==> src/rtl/scrambler_keystream_gen.sv <==
// Keystream generator for the video scrambler: a 256-bit Fibonacci LFSR seeded from
// configuration, reloaded on every frame start, advancing KEY_W bits per accepted key.
module scrambler_keystream_gen #(
  parameter int            KEY_W         = 8,
  parameter int            WARMUP_CYCLES = 4,
  parameter logic [255:0]  ZERO_SUB      = 256'h1
) (
  input  logic             clk,
  input  logic             reset_n,
  input  logic             reset_n_scrambler,
  input  logic             mode,
  input  logic [255:0]     seed,
  input  logic             frame_start,
  input  logic             key_ready,
  output logic             key_valid,
  output logic [KEY_W-1:0] key,
  output logic             key_mode,
  output logic [15:0]      keys_in_frame,
  output logic             busy
);

  typedef enum logic [1:0] {S_IDLE, S_LOAD, S_WARMUP, S_RUN} state_t;

  localparam logic [7:0] W_LAST = 8'(WARMUP_CYCLES - 1);

  state_t       r_state, w_next;
  logic [255:0] r_lfsr, w_adv;
  logic [7:0]   r_wcnt;
  logic         r_cfg_q;
  logic         r_key_mode;
  logic [15:0]  r_kif;

  // KEY_W unrolled steps of x^256+x^254+x^251+x^246+1
  function automatic logic [255:0] f_advance(input logic [255:0] s);
    logic [255:0] t;
    t = s;
    for (int i = 0; i < KEY_W; i++)
      t = {t[254:0], t[255] ^ t[253] ^ t[250] ^ t[245]};
    return t;
  endfunction

  assign w_adv = f_advance(r_lfsr);

  always_ff @(posedge clk or negedge reset_n) begin
    if (!reset_n) r_state <= S_IDLE;
    else          r_state <= w_next;
  end

  // Leaving IDLE waits for config-valid to be seen on two consecutive edges;
  // a drop of config-valid is acted on immediately and beats frame_start.
  always_comb begin
    w_next = r_state;
    if (!reset_n_scrambler) begin
      w_next = S_IDLE;
    end else begin
      case (r_state)
        S_IDLE:   if (r_cfg_q) w_next = S_LOAD;
        S_LOAD:   if (frame_start)             w_next = S_LOAD;
                  else if (WARMUP_CYCLES > 0)  w_next = S_WARMUP;
                  else                         w_next = S_RUN;
        S_WARMUP: if (frame_start)             w_next = S_LOAD;
                  else if (r_wcnt == W_LAST)   w_next = S_RUN;
        S_RUN:    if (frame_start)             w_next = S_LOAD;
        default:  w_next = S_IDLE;
      endcase
    end
  end

  always_ff @(posedge clk or negedge reset_n) begin
    if (!reset_n) begin
      r_lfsr     <= '0;
      r_key_mode <= 1'b0;
      r_kif      <= '0;
      r_wcnt     <= '0;
      r_cfg_q    <= 1'b0;
    end else begin
      r_cfg_q <= reset_n_scrambler;
      case (r_state)
        S_LOAD: begin
          r_lfsr     <= (seed == '0) ? ZERO_SUB : seed;
          r_key_mode <= mode;
          r_kif      <= '0;
          r_wcnt     <= '0;
        end
        S_WARMUP: begin
          r_lfsr <= w_adv;
          r_wcnt <= r_wcnt + 8'd1;
        end
        S_RUN: begin
          // a handshake coinciding with frame_start still counts; LOAD overwrites lfsr next
          if (key_ready) begin
            r_lfsr <= w_adv;
            if (r_kif != 16'hFFFF) r_kif <= r_kif + 16'd1;
          end
        end
        default: ;
      endcase
    end
  end

  assign key_valid     = (r_state == S_RUN);
  assign busy          = (r_state == S_LOAD) || (r_state == S_WARMUP);
  assign key           = r_lfsr[255 -: KEY_W];
  assign key_mode      = r_key_mode;
  assign keys_in_frame = r_kif;

endmodule

==> config.mk <==
export PLATFORM = sky130hd
export DESIGN_NAME = scrambler_keystream_gen
export DESIGN_NICKNAME = d
export VERILOG_FILES = /design/src/rtl/scrambler_keystream_gen.sv
export SDC_FILE = /design/constraint.sdc
export NUM_CORES = 1
export LEC_CHECK = 0
export BUFFER_PORTS_ARGS = -buffer_cell sky130_fd_sc_hd__buf_4
export CELL_PAD_IN_SITES_DETAIL_PLACEMENT = 1
export CELL_PAD_IN_SITES_GLOBAL_PLACEMENT = 1
export CORE_MARGIN = 2
export CORE_UTILIZATION = 44
export CTS_CLUSTER_DIAMETER = 80
export CTS_CLUSTER_SIZE = 8
export DETAILED_ROUTE_END_ITERATION = 10
export PLACE_DENSITY = 0.92
export SLEW_MARGIN = 20
export SYNTH_ARGS = -nofsm -noshare
export SYNTH_HDL_FRONTEND = slang
export SYNTH_SLANG_ARGS = --single-unit
==> constraint.sdc <==
create_clock -name clk -period 5.9 [get_ports clk]
set_clock_uncertainty 0.1 [all_clocks]
set_input_delay 0.59 -clock clk [delete_from_list [all_inputs] [get_ports clk]]
set_output_delay 0.59 -clock clk [all_outputs]
set_load 0.05 [all_outputs]
==> results by group <==
Floorplan
  – Die H: 181 um
  – Number of placement rows: 64
  – Core Footprint: ~31,000 sq um
  – Starting Density: 0.449
  – Die Outline Area: between 30,000 and 40,000 sq um
  – Num ports: approximately 290
  – Die width: about 180 um

STA
  – Setup TNS: 0 ns
  – Worst slew margin relative to its limit: 0.351
  – Max-slew violations: 0
  – Fin. Hold Viols: 0
  – Minimum clock period after layout: 2.96 ns
  – Fmax: between 0.3 and 0.4 GHz
  – Final worst-path setup slack: between 2 and 3 ns
  – Final worst path period share: 0.501
  – RSZ-0062 raised after global routing: no
  – Transition time of the tightest slew-check pin: 0.964 ns
  – Setup Viol. Count Final: 0

Clock tree
  – Clock latency on the worst-skew pair: roughly 0.52 ns
  – Total clock buffers created by CTS: 41
  – Clock slew at reported path FFs: about 0.05 ns
  – Clock root buffer master: sky130_fd_sc_hd__clkbuf_16
  – Total of cells resized after clock tree synthesis: 0
  – Count of buffers added by post-CTS timing repair for setup: 0
  – Maximum buffer depth of the clock tree: 3
  – Quantity of hold-fixing buffers added after cts: 0
  – Sinks on Clock Net: about 280
  – H-Tree Level Count: 2
  – TritonCTS clock tree: yes

Global routing
  – Initial antenna violation count: 7
  – Overflow left after global routing: 0
  – Maximum number of pins on one net before global-route repair: 170
  – Vias in the first global route: between 10,000 and 15,000
  – Total routing usage reported by global routing: 0.286
  – First-pass GRT wire length: ~75,000 um

Yosys
  – EDFF count, synth: 0
  – Cell taking the most area after synthesis: sky130_fd_sc_hd__dfrtp_1
  – Share of the yosys chip area belonging to registers: 0.515
  – Area share of the leading cell type in the synthesized netlist: 0.515
  – Synthesized instance count: between 1,500 and 2,000
  – Total number of yosys warnings: 0
  – Cell types with the largest area share after synthesis: sky130_fd_sc_hd__dfrtp_1 51%, sky130_fd_sc_hd__nand2_1 14%, sky130_fd_sc_hd__a31oi_1 11%, sky130_fd_sc_hd__nor2_1 7.2%, sky130_fd_sc_hd__nor4_1 3.2%
  – Synth cell types: 50
  – Post-synthesis cell area: roughly 14,000 sq um
  – Number of flip-flops and latches in the synthesized netlist: 284
  – Post-synthesis net count: between 1,500 and 2,000
  – Most common flop cell mapped by yosys: sky130_fd_sc_hd__dfrtp_1
  – Async set-or-reset flop fraction in the synthesized netlist: 1.00
  – Mean post-synth cell area: approximately 8.3 sq um

Finish
  – Filler cell count: around 3,700
  – Commonest non-fill, non-tap cells in the layout: 516 x sky130_fd_sc_hd__nand2_1, 294 x sky130_fd_sc_hd__buf_4, 284 x sky130_fd_sc_hd__dfrtp_1
  – Leading cell type in the layout, fill and taps excluded: sky130_fd_sc_hd__nand2_1
  – Area growth syn-to-layout: 24.3%
  – NumNets Final: ~2,200
  – Final std cells w/o fill: around 2,300
  – Final design utilization: 0.558
  – Layout cell share with drive strength beyond 1: 0.190

Setup path
  – Critical path destination: r_lfsr[125]$_DFFE_PN0P_
  – Crit. End Element: flop
  – Required time of the worst setup path: approximately 6.1 ns
  – Startpoint of the lowest-slack register-to-register path: r_state[0]$_DFFE_PN0P_
  – Reg2reg path depth: 5
  – Crit-path max cell delay: 0.86 ns
  – Critical-path cell list: ha_1 > a21oi_4 > buf_4 > buf_4 > a31oi_1
  – Data arrival time at the worst-slack endpoint: about 3.2 ns
  – Critical path type: reg -> reg
  – Critical path origin: r_state[0]$_DFFE_PN0P_
  – Worst setup SP type: flop
  – Flop-to-flop setup slack: between 2 and 3 ns
  – Most common cell type on the critical path: sky130_fd_sc_hd__buf_4
  – Crit-path max FO: 107
  – Master of the slowest instance on the critical path: sky130_fd_sc_hd__buf_4
  – Reg-to-reg critical path endpoint: r_lfsr[125]$_DFFE_PN0P_

Detailed routing
  – Number of routed nets with antenna violations: 0
  – Total number of vias: approximately 13,000
  – Mean routed wirelength per cell: roughly 21 um
  – Count of unresolved DRC violations after routing: 0
  – First DRT Iteration DRCs: about 1,100
  – Number of detailed-route iterations in the first pass: 6
  – Detailed-route wire length: about 48,000 um
  – Via-to-Cell Ratio: approximately 5.8

Power and ir drop
  – LEAKAGE: 0.00755 uW
  – Overall power: around 6500 uW
  – Cell area power density: roughly 380 nW/um^2
  – Peak VDD IR: 0.277 mV

Job
  – MaxCap Viol Count: 0

Placement
  – Routability cong.: 0.864
  – Placed instance count: between 2,000 and 2,500
  – Worst slack after detailed placement: ~3.0 ns
  – Detailed placement HPWL: 32,000 um
  – Port Buffers: about 290

Outcome
  – Outcome: completed

Min path
  – Path category of the worst min-delay check: in -> async
-- cell type report --
type | count | area, sq um | share of cell area
diodes | 6 | 15.0 | 0.000875
clock buffers | 43 | 1080 | 0.0627
clock inverters | 2 | 38.8 | 0.00226
inverters | 13 | 48.8 | 0.00284
multi-input cells | 1251 | 6050 | 0.353
flip-flops and latches | 284 | 7110 | 0.414
well taps | 396 | 495 | 0.0289
repair buffers | 300 | 2320 | 0.135
-- worst min path at each step --
stage	to	start	depth (start not counted)
6_report	r_lfsr[232]$_DFFE_PN0P_	reset_n	1
3_5_place_dp	r_lfsr[7]$_DFFE_PN0P_	r_lfsr[7]$_DFFE_PN0P_	2
4_1_cts	r_lfsr[232]$_DFFE_PN0P_	reset_n	1
5_1_grt	r_lfsr[232]$_DFFE_PN0P_	reset_n	1
2_1_floorplan	key_mode$_DFFE_PN0N_	reset_n	0
3_3_place_gp	r_lfsr[6]$_DFFE_PN0P_	r_lfsr[6]$_DFFE_PN0P_	2
-- worst max-delay path, delay by kind of cell, from the launching register on --
kind                       cells  cell delay, ns
AOI/OAI and AO/OA              2            0.43
buffers and inverters          2            1.37
adders and majority gates      1            0.38
DFF                            1            0.42
-- Yosys cell counts (6+ instances only) --
library cell / number
sky130_fd_sc_hd__nand4_1: 22
sky130_fd_sc_hd__o21ai_0: 19
sky130_fd_sc_hd__xnor2_1: 29
sky130_fd_sc_hd__nand2_1: 516
sky130_fd_sc_hd__a31oi_1: 248
sky130_fd_sc_hd__nor4_1: 70
sky130_fd_sc_hd__ha_1: 6
sky130_fd_sc_hd__inv_1: 13
sky130_fd_sc_hd__clkbuf_1: 40
sky130_fd_sc_hd__buf_2: 74
sky130_fd_sc_hd__a21oi_1: 11
sky130_fd_sc_hd__dfrtp_1: 284
sky130_fd_sc_hd__buf_4: 9
sky130_fd_sc_hd__nand3_1: 10
sky130_fd_sc_hd__nor2_1: 266
sky130_fd_sc_hd__xor2_1: 6
-- power breakdown --
group	leakage [uW]	switching, uW	internal [uW]
Combinational	0.00379	828	579
Clock	0.000549	841	1320
Sequential	0.00321	393	2500
Total	0.00755	2060	4390
-- routing by layer --
| metal | vias up | part of all wire | track usage | wire length [um] |
|---|---|---|---|---|
| met5 | - | 0.00034 | 0 | 16 |
| met4 | 2 | 0.042 | 0.120 | 1980 |
| met3 | 133 | 0.060 | 0.0508 | 2850 |
| met2 | 464 | 0.50 | 0.493 | 23700 |
| met1 | 6637 | 0.40 | 0.354 | 19100 |
| li1 | 6147 | - | - | - |
-- through the flow --
stage	hold WS, ns	instance area [sq um]
after detailed placement	0.380	16000
after global routing	0.0657	17200
after floorplan	0.194	13800
final	0.0152	17200
after global placement	0.366	16000
after CTS	0.0607	17100
-- flip-flops by register name (all words and copies together) (netlist names) --
name / count
key_mode: 1
r_wcnt: 8
r_state: 2
r_cfg_q: 1
keys_in_frame: 16
r_lfsr: 256
-- kinds of logic (layout without fill, tap and decap cells) --
group,Yosys count,in the layout,synth area share
buffers and inverters,138,358,0.0478
and+or+nand+nor,912,912,0.275
adders and majority gates,6,6,0.00544
muxes,2,2,0.00154
DFF,284,284,0.515
other,0,6,0
AOI/OAI and AO/OA,296,296,0.133
xor gates and xnor gates,35,35,0.0222
No activity file was read; power rests on OpenSTA's default activity.
